`config.mk`:
```
export PLATFORM = sky130hd
export DESIGN_NAME = muldiv_unit_flat
export DESIGN_NICKNAME = d
export VERILOG_FILES = /design/src/rtl/muldiv_pkg.sv /design/src/rtl/muldiv_if.sv /design/src/rtl/muldiv_unit.sv /design/src/flat_wrapper.sv
export SDC_FILE = /design/constraint.sdc
export NUM_CORES = 1
export LEC_CHECK = 0
export BUFFER_PORTS_ARGS = -buffer_cell sky130_fd_sc_hd__buf_2
export CORE_ASPECT_RATIO = 0.7
export CORE_MARGIN = 3
export CORE_UTILIZATION = 27
export CTS_CLUSTER_SIZE = 8
export DETAILED_ROUTE_END_ITERATION = 8
export PLACE_DENSITY = 0.46
export SETUP_SLACK_MARGIN = 0.5
export SYNTH_ARGS = -nofsm -noshare
export SYNTH_HDL_FRONTEND = slang
export SYNTH_SLANG_ARGS = --single-unit
```
`constraint.sdc`:
```
create_clock -name clk -period 3.8 [get_ports clk]
set_clock_uncertainty 0.15 [all_clocks]
set_input_delay 0.76 -clock clk [delete_from_list [all_inputs] [get_ports clk]]
set_output_delay 0.76 -clock clk [all_outputs]
set_load 0.03 [all_outputs]
```
`src/rtl/muldiv_pkg.sv`:
```
// ============================================================================
// Module      : muldiv_pkg
// Description : Shared types and constants for the RV32M multiply/divide unit.
// Revision    : 1.0 - initial release
// ============================================================================
`default_nettype none

package muldiv_pkg;

   localparam int c_xlen_default = 32;

   typedef enum logic [1:0] {
      ST_IDLE = 2'd0,
      ST_CALC = 2'd1,
      ST_DONE = 2'd2
   } state_t;

   localparam logic [2:0] c_f3_mul    = 3'b000;
   localparam logic [2:0] c_f3_mulh   = 3'b001;
   localparam logic [2:0] c_f3_mulhsu = 3'b010;
   localparam logic [2:0] c_f3_mulhu  = 3'b011;
   localparam logic [2:0] c_f3_div    = 3'b100;
   localparam logic [2:0] c_f3_divu   = 3'b101;
   localparam logic [2:0] c_f3_rem    = 3'b110;
   localparam logic [2:0] c_f3_remu   = 3'b111;

   function automatic logic a_is_signed(input logic [2:0] f);
      return (f == c_f3_mulh) || (f == c_f3_mulhsu) || (f == c_f3_div) || (f == c_f3_rem);
   endfunction

   function automatic logic b_is_signed(input logic [2:0] f);
      return (f == c_f3_mulh) || (f == c_f3_div) || (f == c_f3_rem);
   endfunction

endpackage

`default_nettype wire

```
`src/rtl/muldiv_if.sv`:
```
// ============================================================================
// Module      : muldiv_if
// Description : EX-stage request / result handshake of the multiply/divide unit.
// Revision    : 1.0 - initial release
// ============================================================================
`default_nettype none

interface muldiv_if #(
   parameter int XLEN = muldiv_pkg::c_xlen_default
);
   logic            valid_in;
   logic            ready_out;
   logic [2:0]      funct3;
   logic [XLEN-1:0] op_a;
   logic [XLEN-1:0] op_b;
   logic [4:0]      rd_in;
   logic            flush;
   logic            valid_out;
   logic            result_ready;
   logic [XLEN-1:0] result;
   logic [4:0]      rd_out;
   logic            busy;

   modport master (
      output valid_in, funct3, op_a, op_b, rd_in, flush, result_ready,
      input  ready_out, valid_out, result, rd_out, busy
   );

   modport slave (
      input  valid_in, funct3, op_a, op_b, rd_in, flush, result_ready,
      output ready_out, valid_out, result, rd_out, busy
   );
endinterface

`default_nettype wire

```
`src/rtl/muldiv_unit.sv`:
```
// ============================================================================
// Module      : muldiv_unit
// Description : Iterative RV32M unit: shift-add multiply, restoring divide.
// Revision    : 1.0 - initial release
// ============================================================================
`default_nettype none

module muldiv_unit
   import muldiv_pkg::*;
#(
   parameter int XLEN  = c_xlen_default,
   parameter int LAT_W = $clog2(XLEN) + 1
) (
   input  logic    clk,
   input  logic    rst_n,
   muldiv_if.slave bus
);

   localparam logic [XLEN-1:0]  c_min_neg   = {1'b1, {(XLEN-1){1'b0}}};
   localparam logic [LAT_W-1:0] c_last_iter = LAT_W'(XLEN);

   state_t            r_state;
   logic              r_ready;
   logic              r_busy;
   logic              r_valid;
   logic [2:0]        r_f3;
   logic [4:0]        r_rd;
   logic              r_neg;
   logic              r_special;
   logic [LAT_W-1:0]  r_cnt;
   logic [XLEN-1:0]   r_hi;
   logic [XLEN-1:0]   r_lo;
   logic [XLEN-1:0]   r_mcand;
   logic [XLEN-1:0]   r_result;

   logic              w_accept;
   logic              w_a_neg;
   logic              w_b_neg;
   logic [XLEN-1:0]   w_mag_a;
   logic [XLEN-1:0]   w_mag_b;
   logic              w_res_neg;
   logic              w_div_zero;
   logic              w_ovf;
   logic [XLEN-1:0]   w_special_val;
   logic [XLEN:0]     w_mul_sum;
   logic [XLEN:0]     w_div_shift;
   logic [XLEN:0]     w_div_trial;
   logic [2*XLEN-1:0] w_prod;
   logic [2*XLEN-1:0] w_prod_s;
   logic [XLEN-1:0]   w_quot_s;
   logic [XLEN-1:0]   w_rem_s;
   logic [XLEN-1:0]   w_final;

   assign w_accept   = bus.valid_in && r_ready && !bus.flush;
   assign w_a_neg    = a_is_signed(bus.funct3) && bus.op_a[XLEN-1];
   assign w_b_neg    = b_is_signed(bus.funct3) && bus.op_b[XLEN-1];
   assign w_mag_a    = w_a_neg ? -bus.op_a : bus.op_a;
   assign w_mag_b    = w_b_neg ? -bus.op_b : bus.op_b;
   // Remainder takes the dividend's sign; everything else is sign(a) xor sign(b).
   assign w_res_neg  = (bus.funct3 == c_f3_rem) ? w_a_neg : (w_a_neg ^ w_b_neg);
   assign w_div_zero = bus.funct3[2] && (bus.op_b == '0);
   assign w_ovf      = ((bus.funct3 == c_f3_div) || (bus.funct3 == c_f3_rem)) &&
                       (bus.op_a == c_min_neg) && (bus.op_b == '1);

   always_comb begin
      w_special_val = bus.op_a;
      if (w_div_zero) begin
         w_special_val = bus.funct3[1] ? bus.op_a : '1;
      end else if (w_ovf) begin
         w_special_val = bus.funct3[1] ? '0 : bus.op_a;
      end
   end

   // One iteration of each algorithm; r_hi/r_lo hold product or remainder/quotient.
   assign w_mul_sum   = {1'b0, r_hi} + {1'b0, (r_lo[0] ? r_mcand : '0)};
   assign w_div_shift = {r_hi, r_lo[XLEN-1]};
   assign w_div_trial = w_div_shift - {1'b0, r_mcand};

   assign w_prod   = {r_hi, r_lo};
   assign w_prod_s = r_neg ? -w_prod : w_prod;
   assign w_quot_s = r_neg ? -r_lo : r_lo;
   assign w_rem_s  = r_neg ? -r_hi : r_hi;

   always_comb begin
      w_final = w_prod_s[XLEN-1:0];
      case (r_f3)
         c_f3_mul:                        w_final = w_prod_s[XLEN-1:0];
         c_f3_mulh, c_f3_mulhsu,
         c_f3_mulhu:                      w_final = w_prod_s[2*XLEN-1:XLEN];
         c_f3_div, c_f3_divu:             w_final = w_quot_s;
         default:                         w_final = w_rem_s;
      endcase
   end

   always_ff @(posedge clk or negedge rst_n) begin
      if (!rst_n) begin
         r_state   <= ST_IDLE;
         r_ready   <= 1'b1;
         r_busy    <= 1'b0;
         r_valid   <= 1'b0;
         r_f3      <= '0;
         r_rd      <= '0;
         r_neg     <= 1'b0;
         r_special <= 1'b0;
         r_cnt     <= '0;
         r_hi      <= '0;
         r_lo      <= '0;
         r_mcand   <= '0;
         r_result  <= '0;
      end else begin
         case (r_state)
            ST_IDLE: begin
               if (w_accept) begin
                  r_f3      <= bus.funct3;
                  r_rd      <= bus.rd_in;
                  r_neg     <= w_res_neg;
                  r_special <= w_div_zero || w_ovf;
                  r_mcand   <= w_mag_b;
                  r_hi      <= '0;
                  r_lo      <= (w_div_zero || w_ovf) ? w_special_val : w_mag_a;
                  r_cnt     <= '0;
                  r_state   <= ST_CALC;
                  r_ready   <= 1'b0;
                  r_busy    <= 1'b1;
               end
            end
            ST_CALC: begin
               if (bus.flush) begin
                  r_state <= ST_IDLE;
                  r_ready <= 1'b1;
                  r_busy  <= 1'b0;
               end else if (r_special || (r_cnt == c_last_iter)) begin
                  r_result <= r_special ? r_lo : w_final;
                  r_valid  <= 1'b1;
                  r_state  <= ST_DONE;
               end else begin
                  if (r_f3[2]) begin
                     r_hi <= w_div_trial[XLEN] ? w_div_shift[XLEN-1:0] : w_div_trial[XLEN-1:0];
                     r_lo <= {r_lo[XLEN-2:0], ~w_div_trial[XLEN]};
                  end else begin
                     r_hi <= w_mul_sum[XLEN:1];
                     r_lo <= {w_mul_sum[0], r_lo[XLEN-1:1]};
                  end
                  r_cnt <= r_cnt + LAT_W'(1);
               end
            end
            ST_DONE: begin
               if (bus.flush || bus.result_ready) begin
                  r_state <= ST_IDLE;
                  r_valid <= 1'b0;
                  r_ready <= 1'b1;
                  r_busy  <= 1'b0;
               end
            end
            default: begin
               r_state <= ST_IDLE;
               r_valid <= 1'b0;
               r_ready <= 1'b1;
               r_busy  <= 1'b0;
            end
         endcase
      end
   end

   assign bus.ready_out = r_ready;
   assign bus.busy      = r_busy;
   assign bus.valid_out = r_valid;
   assign bus.result    = r_result;
   assign bus.rd_out    = r_rd;

endmodule

`default_nettype wire

```
`src/flat_wrapper.sv`:
```
// flat-port wrapper written by rule: the top's interface ports become plain ports
module muldiv_unit_flat import muldiv_pkg::*;
#(
   parameter int XLEN  = c_xlen_default,
   parameter int LAT_W = $clog2(XLEN) + 1
)
  (clk, rst_n, bus_valid_in, bus_funct3, bus_op_a, bus_op_b, bus_rd_in, bus_flush, bus_result_ready, bus_ready_out, bus_valid_out, bus_result, bus_rd_out, bus_busy);
  muldiv_if #(.XLEN(XLEN)) bus_i ();
  input  logic clk;
  input  logic rst_n;
  input wire logic [$bits(bus_i.valid_in)-1:0] bus_valid_in;
  input wire logic [$bits(bus_i.funct3)-1:0] bus_funct3;
  input wire logic [$bits(bus_i.op_a)-1:0] bus_op_a;
  input wire logic [$bits(bus_i.op_b)-1:0] bus_op_b;
  input wire logic [$bits(bus_i.rd_in)-1:0] bus_rd_in;
  input wire logic [$bits(bus_i.flush)-1:0] bus_flush;
  input wire logic [$bits(bus_i.result_ready)-1:0] bus_result_ready;
  output wire logic [$bits(bus_i.ready_out)-1:0] bus_ready_out;
  output wire logic [$bits(bus_i.valid_out)-1:0] bus_valid_out;
  output wire logic [$bits(bus_i.result)-1:0] bus_result;
  output wire logic [$bits(bus_i.rd_out)-1:0] bus_rd_out;
  output wire logic [$bits(bus_i.busy)-1:0] bus_busy;
  assign bus_i.valid_in = bus_valid_in;
  assign bus_i.funct3 = bus_funct3;
  assign bus_i.op_a = bus_op_a;
  assign bus_i.op_b = bus_op_b;
  assign bus_i.rd_in = bus_rd_in;
  assign bus_i.flush = bus_flush;
  assign bus_i.result_ready = bus_result_ready;
  assign bus_ready_out = bus_i.ready_out;
  assign bus_valid_out = bus_i.valid_out;
  assign bus_result = bus_i.result;
  assign bus_rd_out = bus_i.rd_out;
  assign bus_busy = bus_i.busy;
  muldiv_unit #(.XLEN(XLEN), .LAT_W(LAT_W)) u_core (.clk(clk), .rst_n(rst_n), .bus(bus_i));
endmodule
```
-- After elaboration in Yosys (flattened, before gate mapping)
Cells that the tools add are included.
- register bits: 149
- word-level logic and storage cells: 120
- bits of input ports: 77
- output and inout port bits: 40
- bitwise operators: 4
- eq/ne operators: 21
- multiplexer cells: 45
- add/subtract/negate cells: 8
- reduce and logical (&&, ||, !) cells: 29
- operators by type and width (operator ; count):
    $mux W32 ; 20
    $neg A32 Y32 ; 4
    $pmux W32 S2 ; 2
    $pmux W32 S3 ; 1
    $eq A32 B32 Y1 const B ; 2
    $mux W64 ; 1
    $neg A64 Y64 ; 1
    $add A32 B32 Y33 ; 1
    $sub A33 B32 Y33 ; 1
    $logic_not A32 Y1 ; 1
    $mux W6 ; 3
    $eq A3 B3 Y1 const B ; 4
    $pmux W6 S2 ; 1
    $eq A3 B2 Y1 const B ; 3
    $logic_or A1 B1 Y1 ; 9
    $mux W1 ; 9
    $pmux W1 S3 ; 3
    $reduce_and A3 Y1 ; 3
    $mux W2 ; 4
    $reduce_and A4 Y1 ; 2
    $logic_and A1 B1 Y1 ; 7
    $add A6 B1 Y6 const B ; 1
    $eq A3 B1 Y1 const B ; 2
    $eq A6 B6 Y1 const B ; 1
    15 further kinds ; 21

-- Longest topological paths before layout
Gate-level depths: netlist of the first run.
- depth in word-level cells: 9
- depth in mapped cells: 14
- depth with buffers taken out: 13

-- Least setup slack after synthesis of the first run
No wires, ideal clock.
- path type: input port to flip-flop
- start: in bus_op_a[0]
- end: reg u_core.r_lo[24]
- stages on the path: 11
- path buffers: 2
- arrival time: 3.423 ns
- slack: 0.106 ns
- data required time: 3.529 ns
- library setup time: 0.121 ns
- cells stage by stage: inv_1 ha_1 or3b_2 nor3_1 nand4_1 nor2_1 clkbuf_1 nor2_1 clkbuf_1 a221o_1 a22o_1
- cells in the longest elaborated chain, start to end: 8
- elaborated cells on any way between the ends: 11
- ends and longest elaborated chain (item ; RTL line ; RTL):
    start, declared ; flat_wrapper.sv:13 ; input wire logic [$bits(bus_i.op_a)-1:0] bus_op_a;
    branches (longest 5 deep; another with $neg A32 Y32) ; n/a ;
    $mux W32 (*) ; muldiv_unit.sv:120 ; r_lo <= (w_div_zero || w_ovf) ? w_special_val : w_mag_a;
    $mux W32 (*) ; muldiv_unit.sv:113 ; if (w_accept) begin
    $pmux W32 S2 (*) ; muldiv_unit.sv:111 ; case (r_state)
    end signal, assigned ; muldiv_unit.sv:120 ;
    end signal, assigned ; muldiv_unit.sv:139 ; r_lo <= {r_lo[XLEN-2:0], ~w_div_trial[XLEN]};
    end signal, assigned ; muldiv_unit.sv:142 ; r_lo <= {w_mul_sum[0], r_lo[XLEN-1:1]};
    end, declared ; muldiv_unit.sv:32 ; logic [XLEN-1:0] r_lo;
Mark *: on every way between the ends. The select of a mux whose other input is x is not followed.
A chain may end at the register's enable or synchronous reset.

-- Final worst setup path of the first run
- start: reg u_core.r_lo[9]
- end: reg u_core.r_result[14], in the netlist u_core.bus.result[14]
- cells in the longest elaborated chain, start to end: 4
- elaborated cells on any way between the ends: 6
- ends and longest elaborated chain (item ; RTL line ; RTL):
    $neg A64 Y64 / $neg A32 Y32 (equally long branches) ; muldiv_unit.sv:80, muldiv_unit.sv:81 ;
    $mux W64 / $mux W32 (equally long branches) ; muldiv_unit.sv:80, muldiv_unit.sv:81 ;
    $pmux W32 S3 (*) ; muldiv_unit.sv:86 ; case (r_f3)
    $mux W32 (*) ; muldiv_unit.sv:133 ; r_result <= r_special ? r_lo : w_final;
    end signal, assigned ; muldiv_unit.sv:133 ;
    end, declared ; muldiv_unit.sv:34 ; logic [XLEN-1:0] r_result;
Every way passes the cells marked *; elsewhere a longest branch is shown, timed or not.

==> qor.csv, run 1 <==
stage;metric;value;unit
global_route;first-pass GRT wire length;96600;um
drt;Vias;16273;
yosys;EDFF count, synth;0;
yosys;yosys warns;0;
sta;Slew headroom;49.6;%
placed_design;Routability Congestion;0.934;
yosys;asr flop ratio synth;100;%
floorplanning;DIE AREA;57300;sq um
drt;drt via density;5.58;
final_layout;final-layout fill cell count;5537;
floorplanning;Die Wd;285;um
floorplanning;Core Region;53000;sq um
sta;RSZ-0062 raised after global routing;true;
worst_setup_path;CP Launch Type;register;
drt;Pre-antenna DRT Iters;7;
worst_setup_path;Critical Path, Cell by Cell;or4_4 -> or4_4 -> or4_4 -> or2_4 -> buf_4 -> o21ai_2 -> o21ai_1 -> mux2_4 -> a211oi_2 -> o21ai_1;
min_path;Worst Hold Class;in2async;
drt;Post-Route WL;64900;um
yosys;Synth top area share;25.2;%
final_layout;Layout Nets;2334;
worst_setup_path;CP endpoint kind;register;
floorplanning;row count;70;
worst_setup_path;flop2flop setup slack;340;ps
sta;final setup vio count;0;
global_route;vias in the first global route;15223;
worst_setup_path;CP arrival;3640;ps
placed_design;area post-placement;17100;sq um
clock_tree;Root Driver;clkbuf_16;
sta;final worst-path cycle share;91.0;%
sta;Slew @ Worst Pin;756;ps
pwr;Leak Pwr;0.00837;uW
global_route;Congestion Overflow GR;0;
global_route;overall routing resource usage;21.7;%
placed_design;hpwl dp;49400;um
floorplanning;Die Ht;201;um
yosys;post-synthesis average cell area;7.50;sq um
final_layout;commonest non-fill, non-tap cell in the layout;nand2_1;
worst_setup_path;Worst Path Buf+Inv;1;
yosys;Syn Nets;2108;
drt;Routed WL per cell;22.2;um
global_route;antenna violations before repair;3;
worst_setup_path;CP required;3980;ps
flow_run;maxcap violations;0;
clock_tree;Num CTS Buffers;17;
final_layout;highest-count cells in the layout ignoring fill and taps;nand2_1, buf_4, nor2_1;
worst_setup_path;CP max stage cell;or4_4;
clock_tree;Sink Count;149;
floorplanning;Initial Util;27.7;%
yosys;Gate Count Post-Synth;1958;
placed_design;pre-CTS setup slack;-139;ps
final_layout;Multi-input gate area;11200;sq um
run_status;outcome;completed;
drt;Antenna Violating Nets Remaining;0;
placed_design;# port buffers;116;
yosys;Synth cell types;77;
floorplanning;I/O pin cnt;117;
worst_setup_path;Top Family by Delay on Critical Path;simple AND/OR/NAND/NOR gates;
worst_setup_path;Worst Path Class, Setup;reg2reg;
final_layout;design area;19200;sq um
sta;Fmax;0.289;GHz
yosys;Main synth FF type;dfrtp_1;
sta;Hold Vio Cnt, Final;0;
pwr;pwr dens;364;nW/um^2
final_layout;register area;3740;sq um
yosys;cell area after synthesis;14700;sq um
clock_tree;H-tree depth;4;
sta;Pins Over Slew Limit;0;
sta;min cycle time layout;3460;ps
clock_tree;clk_lat worst skew;450;ps
worst_setup_path;worst-path maximum fanout;6;
worst_setup_path;CP peak stage delay;550;ps
clock_tree;Longest Clk Path Bufs;2;
pwr;Tot Pwr;6970;uW
final_layout;share of cells above drive strength 1;26.3;%
global_route;largest net degree at the start of global routing;85;
clock_tree;clk slew on worst S/H paths;70;ps
sta;fin worst setup slack;341;ps
yosys;top cells by area, synth;dfrtp_1, o21ai_0, a21oi_1;
worst_setup_path;cell repeated most along the worst path;or4_4;
sta;Final TNS setup;0;ps
clock_tree;CTS tree;yes;
pwr;Max VDD drop;0.261;mV
final_layout;Antenna diodes;0;
yosys;post-synth top area cell;dfrtp_1;
drt;1st-iter DRT viols;1628;
final_layout;synthesis-to-finish area growth;30.4;%
yosys;sequential area share after synthesis;25.4;%
drt;# DRC;0;
yosys;register bit count reported by yosys;149;
[timing repair]
action,in CTS,in global routing
hold buffers,0,0
buffers inserted,15,37
resized for setup,77,166
hold endpoints to repair,0,0
endpoints found under the setup margin,73,77
pin swaps,37,81
cloned,0,4
[cell usage after synthesis, drive strengths merged (11+ instances only)]
cell type / count
nand2: 211
clkbuf: 122
xor2: 57
dfrtp: 148
and3: 12
xnor2: 87
o22ai: 18
o21bai: 11
a221oi: 20
a21o: 32
o21a: 15
nor2b: 18
a22o: 14
o31ai: 34
a21oi: 183
o41ai: 15
mux2i: 59
nand2b: 22
a22oi: 18
a211oi: 15
o221ai: 13
buf: 14
nand3: 24
or4: 13
o211ai: 17
o21ai: 200
inv: 75
nor3: 44
nand4: 27
nor4: 26
or3: 26
nor2: 177
ha: 71
a31oi: 21
[logic make-up (layout without fill, tap and decap cells)]
logic type	count (synthesis)	in the layout	share of synthesized area, %
compound gates	677	677	29.1
mux	64	64	4.40
xor+xnor	144	144	8.58
simple gates	638	638	20.5
buf+inv	213	452	5.65
flops	149	149	25.4
fa+ha+maj	73	73	6.32
[routing by layer]
metal | GRT usage [%] | share of wire (%)
met1 | 35.6 | 52
met2 | 28.1 | 38
met3 | 4.70 | 9.4
met4 | 3.52 | 0.99
met5 | 0 | 0.034
[worst paths after layout]
check                                     start               endpoint  cells past startpoint
hold reg to reg            u_core.bus.result[6]   u_core.bus.result[6]                      2
max in group asynchronous                 rst_n      u_core.r_mcand[9]                      2
hold / removal                            rst_n         u_core.r_hi[8]                      1
setup reg to reg                 u_core.r_lo[9]  u_core.bus.result[14]                     10
min in group clk           u_core.bus.result[6]   u_core.bus.result[6]                      2
setup / recovery                 u_core.r_lo[9]  u_core.bus.result[14]                     10
[per-stage QoR]
step                      util (%)  std cells  hold WS [ps]
final                         36.2       2917           118
after global routing          36.2       2917           174
after CTS                     34.2       2876           187
after detailed placement      32.3       2829           306
after global placement        32.3       2829           309
after floorplan                  -       1958           300
[registers in the layout, indices dropped and copies added (netlist names), 2 cells and up]
| register | flops |
|---|---|
| u_core.r_f3 | 3 |
| u_core.r_cnt | 6 |
| u_core.bus.result | 32 |
| u_core.r_hi | 32 |
| u_core.r_mcand | 32 |
| u_core.r_lo | 32 |
| u_core.r_state | 2 |
| u_core.bus.rd_out | 5 |
[area by class of cell]
cell class | count | area share [%]
clock inverters | 13 | 0.640
well taps | 720 | 4.70
flip-flops and latches | 149 | 19.5
multi-input cells | 1596 | 58.3
repair buffers | 343 | 13.0
inverters | 77 | 1.53
clock buffers | 19 | 2.31
[report_power, final]
part	leakage, uW	switching [uW]	internal (uW)
clock network	0.000278	813	928
logic	0.00613	1980	1330
registers	0.00197	178	1740
Note: power is estimated with default switching activity, not from simulation.
==> run 2, diff against run 1 <==
--- a/config.mk
+++ b/config.mk
@@ -7,7 +7,7 @@
 export LEC_CHECK = 0
 export BUFFER_PORTS_ARGS = -buffer_cell sky130_fd_sc_hd__buf_2
 export CORE_ASPECT_RATIO = 0.7
-export CORE_MARGIN = 3
+export CORE_MARGIN = 10
 export CORE_UTILIZATION = 27
 export CTS_CLUSTER_SIZE = 8
 export DETAILED_ROUTE_END_ITERATION = 8
==> run 2 against run 1 <==
Effect of this change:
- register-to-register slack hardly changed
- critical path depth fell by 1
- global-route usage is 2.0 points lower
- hold slack got worse by 3.8 ps
- clock power increased by 10%
- count of clock-buffer cells in the layout decreased by 1
- non-clock buffer count up 8
- final cell count grew 0.62%
- flip-flop and latch count unchanged
- combinational power hardly changed
- setup slack better by 6.9 ps
==> qor.csv, run 2 (synthesized netlist as in run 1, its figures left out) <==
stage;metric;value;unit
run_status;outcome;completed;
final_layout;highest-count cells in the layout ignoring fill and taps;buf_4, nand2_1, nor2_1, a21oi_1, o21ai_0;
floorplanning;DIE AREA;64300;sq um
global_route;vias in the first global route;15223;
global_route;antenna violations before repair;2;
sta;final worst-path cycle share;90.8;%
worst_setup_path;CP Launch Type;register;
worst_setup_path;CP arrival;3660;ps
sta;min cycle time layout;3450;ps
final_layout;commonest non-fill, non-tap cell in the layout;buf_4;
clock_tree;Sink Count;149;
global_route;overall routing resource usage;19.7;%
sta;Fmax;0.290;GHz
global_route;GR Util met2;25.6;%
floorplanning;Die Wd;299;um
clock_tree;clk_lat worst skew;470;ps
drt;Routed WL per cell;22.5;um
drt;Post-Route WL;66100;um
placed_design;Routability Congestion;0.935;
sta;Pins Over Slew Limit;0;
pwr;pwr dens;371;nW/um^2
worst_setup_path;Critical Path, Cell by Cell;or4_4 -> or4_4 -> or4_4 -> nor2_4 -> o21ai_2 -> o41ai_2 -> xor2_1 -> nand2_1 -> a31o_1;
final_layout;synthesis-to-finish area growth;31.2;%
placed_design;area post-placement;17300;sq um
floorplanning;Initial Util;27.3;%
final_layout;share of cells above drive strength 1;25.4;%
pwr;Leak Pwr;0.00853;uW
drt;Vias;16189;
floorplanning;row count;71;
worst_setup_path;R2R cell count;9;
drt;Antenna Violating Nets Remaining;0;
clock_tree;CTS tree;yes;
sta;Hold Vio Cnt, Final;0;
final_layout;Antenna diodes;0;
final_layout;design area;19300;sq um
worst_setup_path;worst-path maximum fanout;7;
worst_setup_path;flop2flop setup slack;350;ps
placed_design;hpwl dp;50700;um
worst_setup_path;cell repeated most along the worst path;or4_4;
worst_setup_path;CP required;4010;ps
floorplanning;I/O pin cnt;117;
drt;drt via density;5.52;
worst_setup_path;reg-to-reg endpoint;u_core.bus.result[28];
clock_tree;Root Driver;clkbuf_16;
global_route;global routing usage on met1;31.0;%
global_route;met3 Use GR;5.53;%
floorplanning;Die Ht;215;um
drt;# DRC;0;
global_route;GRT busiest layer;met1;
clock_tree;hold_buf cts;0;
clock_tree;Num CTS Buffers;17;
drt;Pre-antenna DRT Iters;5;
worst_setup_path;critical register-to-register path startpoint;u_core.r_lo[15];
pwr;Max VDD drop;0.284;mV
worst_setup_path;total stage count of the critical path;9;
clock_tree;Longest Clk Path Bufs;2;
floorplanning;Core Region;53700;sq um
sta;RSZ-0062 raised after global routing;true;
worst_setup_path;CP max stage cell;or4_4;
final_layout;Finished Core Util;35.9;%
worst_setup_path;Top Family by Delay on Critical Path;simple AND/OR/NAND/NOR gates;
final_layout;register area;3740;sq um
placed_design;# port buffers;116;
worst_setup_path;Worst Path Buf+Inv;0;
min_path;Worst Hold Class;in2async;
sta;Slew @ Worst Pin;858;ps
clock_tree;clk slew on worst S/H paths;70;ps
worst_setup_path;Worst Path Class, Setup;reg2reg;
final_layout;Multi-input gate area;11100;sq um
global_route;Congestion Overflow GR;0;
global_route;first-pass GRT wire length;98500;um
global_route;largest net degree at the start of global routing;66;
final_layout;final-layout fill cell count;5680;
clock_tree;H-tree depth;4;
drt;1st-iter DRT viols;1479;
final_layout;Layout Nets;2342;
worst_setup_path;CP peak stage delay;600;ps
flow_run;maxcap violations;0;
sta;final setup vio count;0;
sta;hold_ws;115;ps
sta;Slew headroom;42.7;%
worst_setup_path;CP endpoint kind;register;
[run 2: how the worst max path moves through the flow]
stage	startpoint	slack (ps)	end
final	u_core.r_lo[15]	350	u_core.bus.result[28]
after global routing	u_core.r_lo[0]	270	u_core.r_hi[24]
after detailed placement	u_core.r_lo[19]	-70	u_core.bus.result[31]
after floorplan	u_core.r_lo[8]	330	u_core.bus.result[14]
after CTS	u_core.r_lo[9]	420	u_core.bus.result[14]
after global placement	u_core.r_lo[19]	-170	u_core.bus.result[31]
[run 2: where the power goes]
| group | switching [uW] | total [uW] | internal, uW |
|---|---|---|---|
| sequential | 186 | 1930 | 1740 |
| clock | 842 | 1920 | 1070 |
| combinational | 1970 | 3300 | 1330 |
[run 2: area by class of cell]
class	instances	share of cell area, %
timing repair buffer	351	13.7
tap	730	4.74
clock buffer	18	2.28
multi-input combinational	1596	57.4
inverter	77	1.51
sequential	149	19.4
clock inverter	14	0.980
[run 2: layer usage]
| metal | up-vias | part of all wire (%) |
|---|---|---|
| met3 | 52 | 8.5 |
| met1 | 7910 | 52 |
| met2 | 600 | 38 |
| met4 | 2 | 1.3 |
| met5 | - | 0.020 |
| li1 | 7625 | - |
[run 2: timing repair]
action | CTS | global route
hold endpoints to repair | 0 | 0
cloned | 2 | 2
setup endpoints to repair | 65 | 84
pin swaps | 31 | 69
resized for setup | 83 | 141
setup buffers | 12 | 30
[run 2: stage by stage]
stage | setup WS (ps) | total power [uW] | std cells | TNS [ps]
after floorplan | 331 | 3630 | 1958 | 0
final | 348 | 7140 | 2935 | 0
after detailed placement | -74.8 | 4800 | 2857 | -121
after global placement | -168 | 4790 | 2857 | -592
after global routing | 269 | 7510 | 2935 | 0
after CTS | 422 | 6890 | 2903 | 0
==> run 3, diff against run 2 <==
--- a/config.mk
+++ b/config.mk
@@ -9,6 +9,7 @@
 export CORE_ASPECT_RATIO = 0.7
 export CORE_MARGIN = 10
 export CORE_UTILIZATION = 27
+export CTS_BUF_LIST = sky130_fd_sc_hd__clkbuf_8
 export CTS_CLUSTER_SIZE = 8
 export DETAILED_ROUTE_END_ITERATION = 8
 export PLACE_DENSITY = 0.46
==> run 3 against run 2 <==
Effect of this change:
- fmax shrank 3.7%
- hold slack lost 68 ps
- final cell count shrank 0.31%
- via count is essentially flat
- clock power shrank 23%
- sequential power is essentially flat
- non-clock buffer count shrank 9
- count of clock-buffer cells in the layout is the same
- wire length shrank 0.87%
- cell area shrank 2.3%
- first-iteration DRC count grew 3.7%
- critical path type unchanged
- critical endpoint is now u_core.r_hi[0]
- largest power group unchanged
- highest routed layer unchanged
==> qor.csv, run 3 (synthesized netlist as in run 1, its figures left out) <==
stage;metric;value;unit
floorplanning;I/O pin cnt;117;
pwr;Max VDD drop;0.188;mV
floorplanning;Initial Util;27.3;%
worst_setup_path;flop2flop setup slack;210;ps
floorplanning;DIE AREA;64300;sq um
drt;Pre-antenna DRT Iters;5;
worst_setup_path;reg-to-reg endpoint;u_core.r_hi[0];
sta;final worst-path cycle share;94.4;%
final_layout;synthesis-to-finish area growth;28.2;%
pwr;P_int;3720;uW
worst_setup_path;CP endpoint kind;register;
drt;# DRC;0;
pwr;switching share of power;44.1;%
pwr;Comb power frac;48.9;%
global_route;antenna violations before repair;2;
floorplanning;row count;71;
clock_tree;Sink Count;149;
global_route;overall routing resource usage;19.6;%
floorplanning;Core Region;53700;sq um
sta;min cycle time layout;3590;ps
final_layout;Multi-input gate area;10900;sq um
sta;Fmax;0.279;GHz
final_layout;register area;3730;sq um
pwr;Clk pwr share;22.2;%
pwr;Leak Pwr;0.00831;uW
worst_setup_path;CP arrival;3880;ps
global_route;Congestion Overflow GR;0;
worst_setup_path;CP Launch Type;register;
floorplanning;Die Ht;215;um
worst_setup_path;Worst Path Class, Setup;reg2reg;
pwr;Sw Pwr;2940;uW
sta;final setup vio count;0;
sta;Slew @ Worst Pin;876;ps
final_layout;share of cells above drive strength 1;24.3;%
global_route;vias in the first global route;15193;
drt;Routed WL per cell;22.4;um
worst_setup_path;CP required;4090;ps
pwr;pwr dens;354;nW/um^2
clock_tree;hold_buf cts;0;
sta;Hold Vio Cnt, Final;0;
clock_tree;Root Driver;clkbuf_8;
final_layout;highest-count cells in the layout ignoring fill and taps;nand2_1, buf_4, a21oi_1;
worst_setup_path;critical register-to-register path startpoint;u_core.r_mcand[5];
final_layout;commonest non-fill, non-tap cell in the layout;nand2_1;
sta;RSZ-0062 raised after global routing;true;
global_route;first-pass GRT wire length;98300;um
sta;Slew headroom;41.5;%
clock_tree;Longest Clk Path Bufs;2;
worst_setup_path;worst-path maximum fanout;5;
final_layout;final-layout fill cell count;5715;
placed_design;hpwl dp;50700;um
global_route;largest net degree at the start of global routing;66;
final_layout;Layout Nets;2333;
clock_tree;clk_lat worst skew;540;ps
pwr;Tot Pwr;6670;uW
worst_setup_path;R2R cell count;14;
drt;Post-Route WL;65600;um
clock_tree;H-tree depth;4;
placed_design;Routability Congestion;0.935;
drt;1st-iter DRT viols;1533;
flow_run;maxcap violations;0;
sta;fin worst setup slack;215;ps
final_layout;Antenna diodes;0;
run_status;outcome;completed;
drt;drt via density;5.53;
drt;Antenna Violating Nets Remaining;0;
drt;Vias;16187;
sta;Final TNS setup;0;ps
placed_design;pre-CTS setup slack;-74.8;ps
min_path;Worst Hold Class;in2async;
sta;hold_ws;46.6;ps
clock_tree;CTS tree;yes;
clock_tree;clk slew on worst S/H paths;110;ps
placed_design;# port buffers;116;
floorplanning;Die Wd;299;um
sta;Pins Over Slew Limit;0;
clock_tree;Num CTS Buffers;17;
pwr;Reg power frac;28.8;%
## run 3: cell types whose count changed in the layout (fill, tap and decap cells not counted), sizes merged
cell | before | now
clkbuf | 20 | 19
buf | 348 | 340
## run 3: critical path, cell delays in order (launching register included)
cell and delay (ps):
dfrtp_1 420, inv_2 170, ha_4 240, o211ai_1 150
a21oi_4 60, o21a_1 230, o211ai_1 540, a31oi_1 160
buf_4 170, o21ai_4 270, xnor2_4 200, buf_6 170
buf_12 130, mux2_4 300, o221ai_2 120
## run 3: layout make-up
cell class / instances / share of cell area, %
timing repair buffer: 342 / 13.4
clock inverter: 14 / 1.00
clock buffer: 18 / 1.32
inverter: 77 / 1.53
sequential: 149 / 19.8
multi-input combinational: 1596 / 58.1
tap: 730 / 4.85
## run 3: worst max-delay path by stage
| stage | start | end | slack [ps] | cells after the start |
|---|---|---|---|---|
| floorplan | u_core.r_lo[8] | u_core.bus.result[14] | 330 | 13 |
| global placement | u_core.r_lo[19] | u_core.bus.result[31] | -170 | 9 |
| detailed placement | u_core.r_lo[19] | u_core.bus.result[31] | -70 | 9 |
| CTS | u_core.r_lo[31] | u_core.r_hi[18] | 400 | 14 |
| global route | u_core.r_lo[31] | u_core.r_hi[25] | 170 | 16 |
| finish | u_core.r_mcand[5] | u_core.r_hi[0] | 210 | 14 |
## run 3: what timing repair did
action | CTS | global route
endpoints found under the setup margin | 65 | 74
cloned | 3 | 0
gates resized for setup | 97 | 99
pin swaps | 35 | 55
setup buffers | 12 | 22
## run 3: power groups by stage
| stage | clock network [uW] | registers, uW | logic [uW] |
|---|---|---|---|
| after floorplan | 0 | 1910 | 1720 |
| after global placement | 0 | 1930 | 2860 |
| after detailed placement | 0 | 1940 | 2860 |
| after CTS | 1510 | 1910 | 3030 |
| after global routing | 1590 | 1940 | 3500 |
| final | 1480 | 1920 | 3260 |
## run 3: through the flow
stage	std cells	area (sq um)	util, %
2_1_floorplan	1958	14800	-
3_3_place_gp	2857	17300	32.2
3_5_place_dp	2857	17300	32.2
4_1_cts	2904	18300	34.1
5_1_grt	2926	18800	35.0
6_report	2926	18800	35.0
## run 3: routing by layer
| layer | routed length (um) | track usage [%] | vias to the layer above |
|---|---|---|---|
| li1 | - | - | 7618 |
| met1 | 33800 | 30.8 | 7924 |
| met2 | 25100 | 25.5 | 592 |
| met3 | 5890 | 5.90 | 51 |
| met4 | 761 | 3.31 | 2 |
| met5 | 13 | 0 | - |
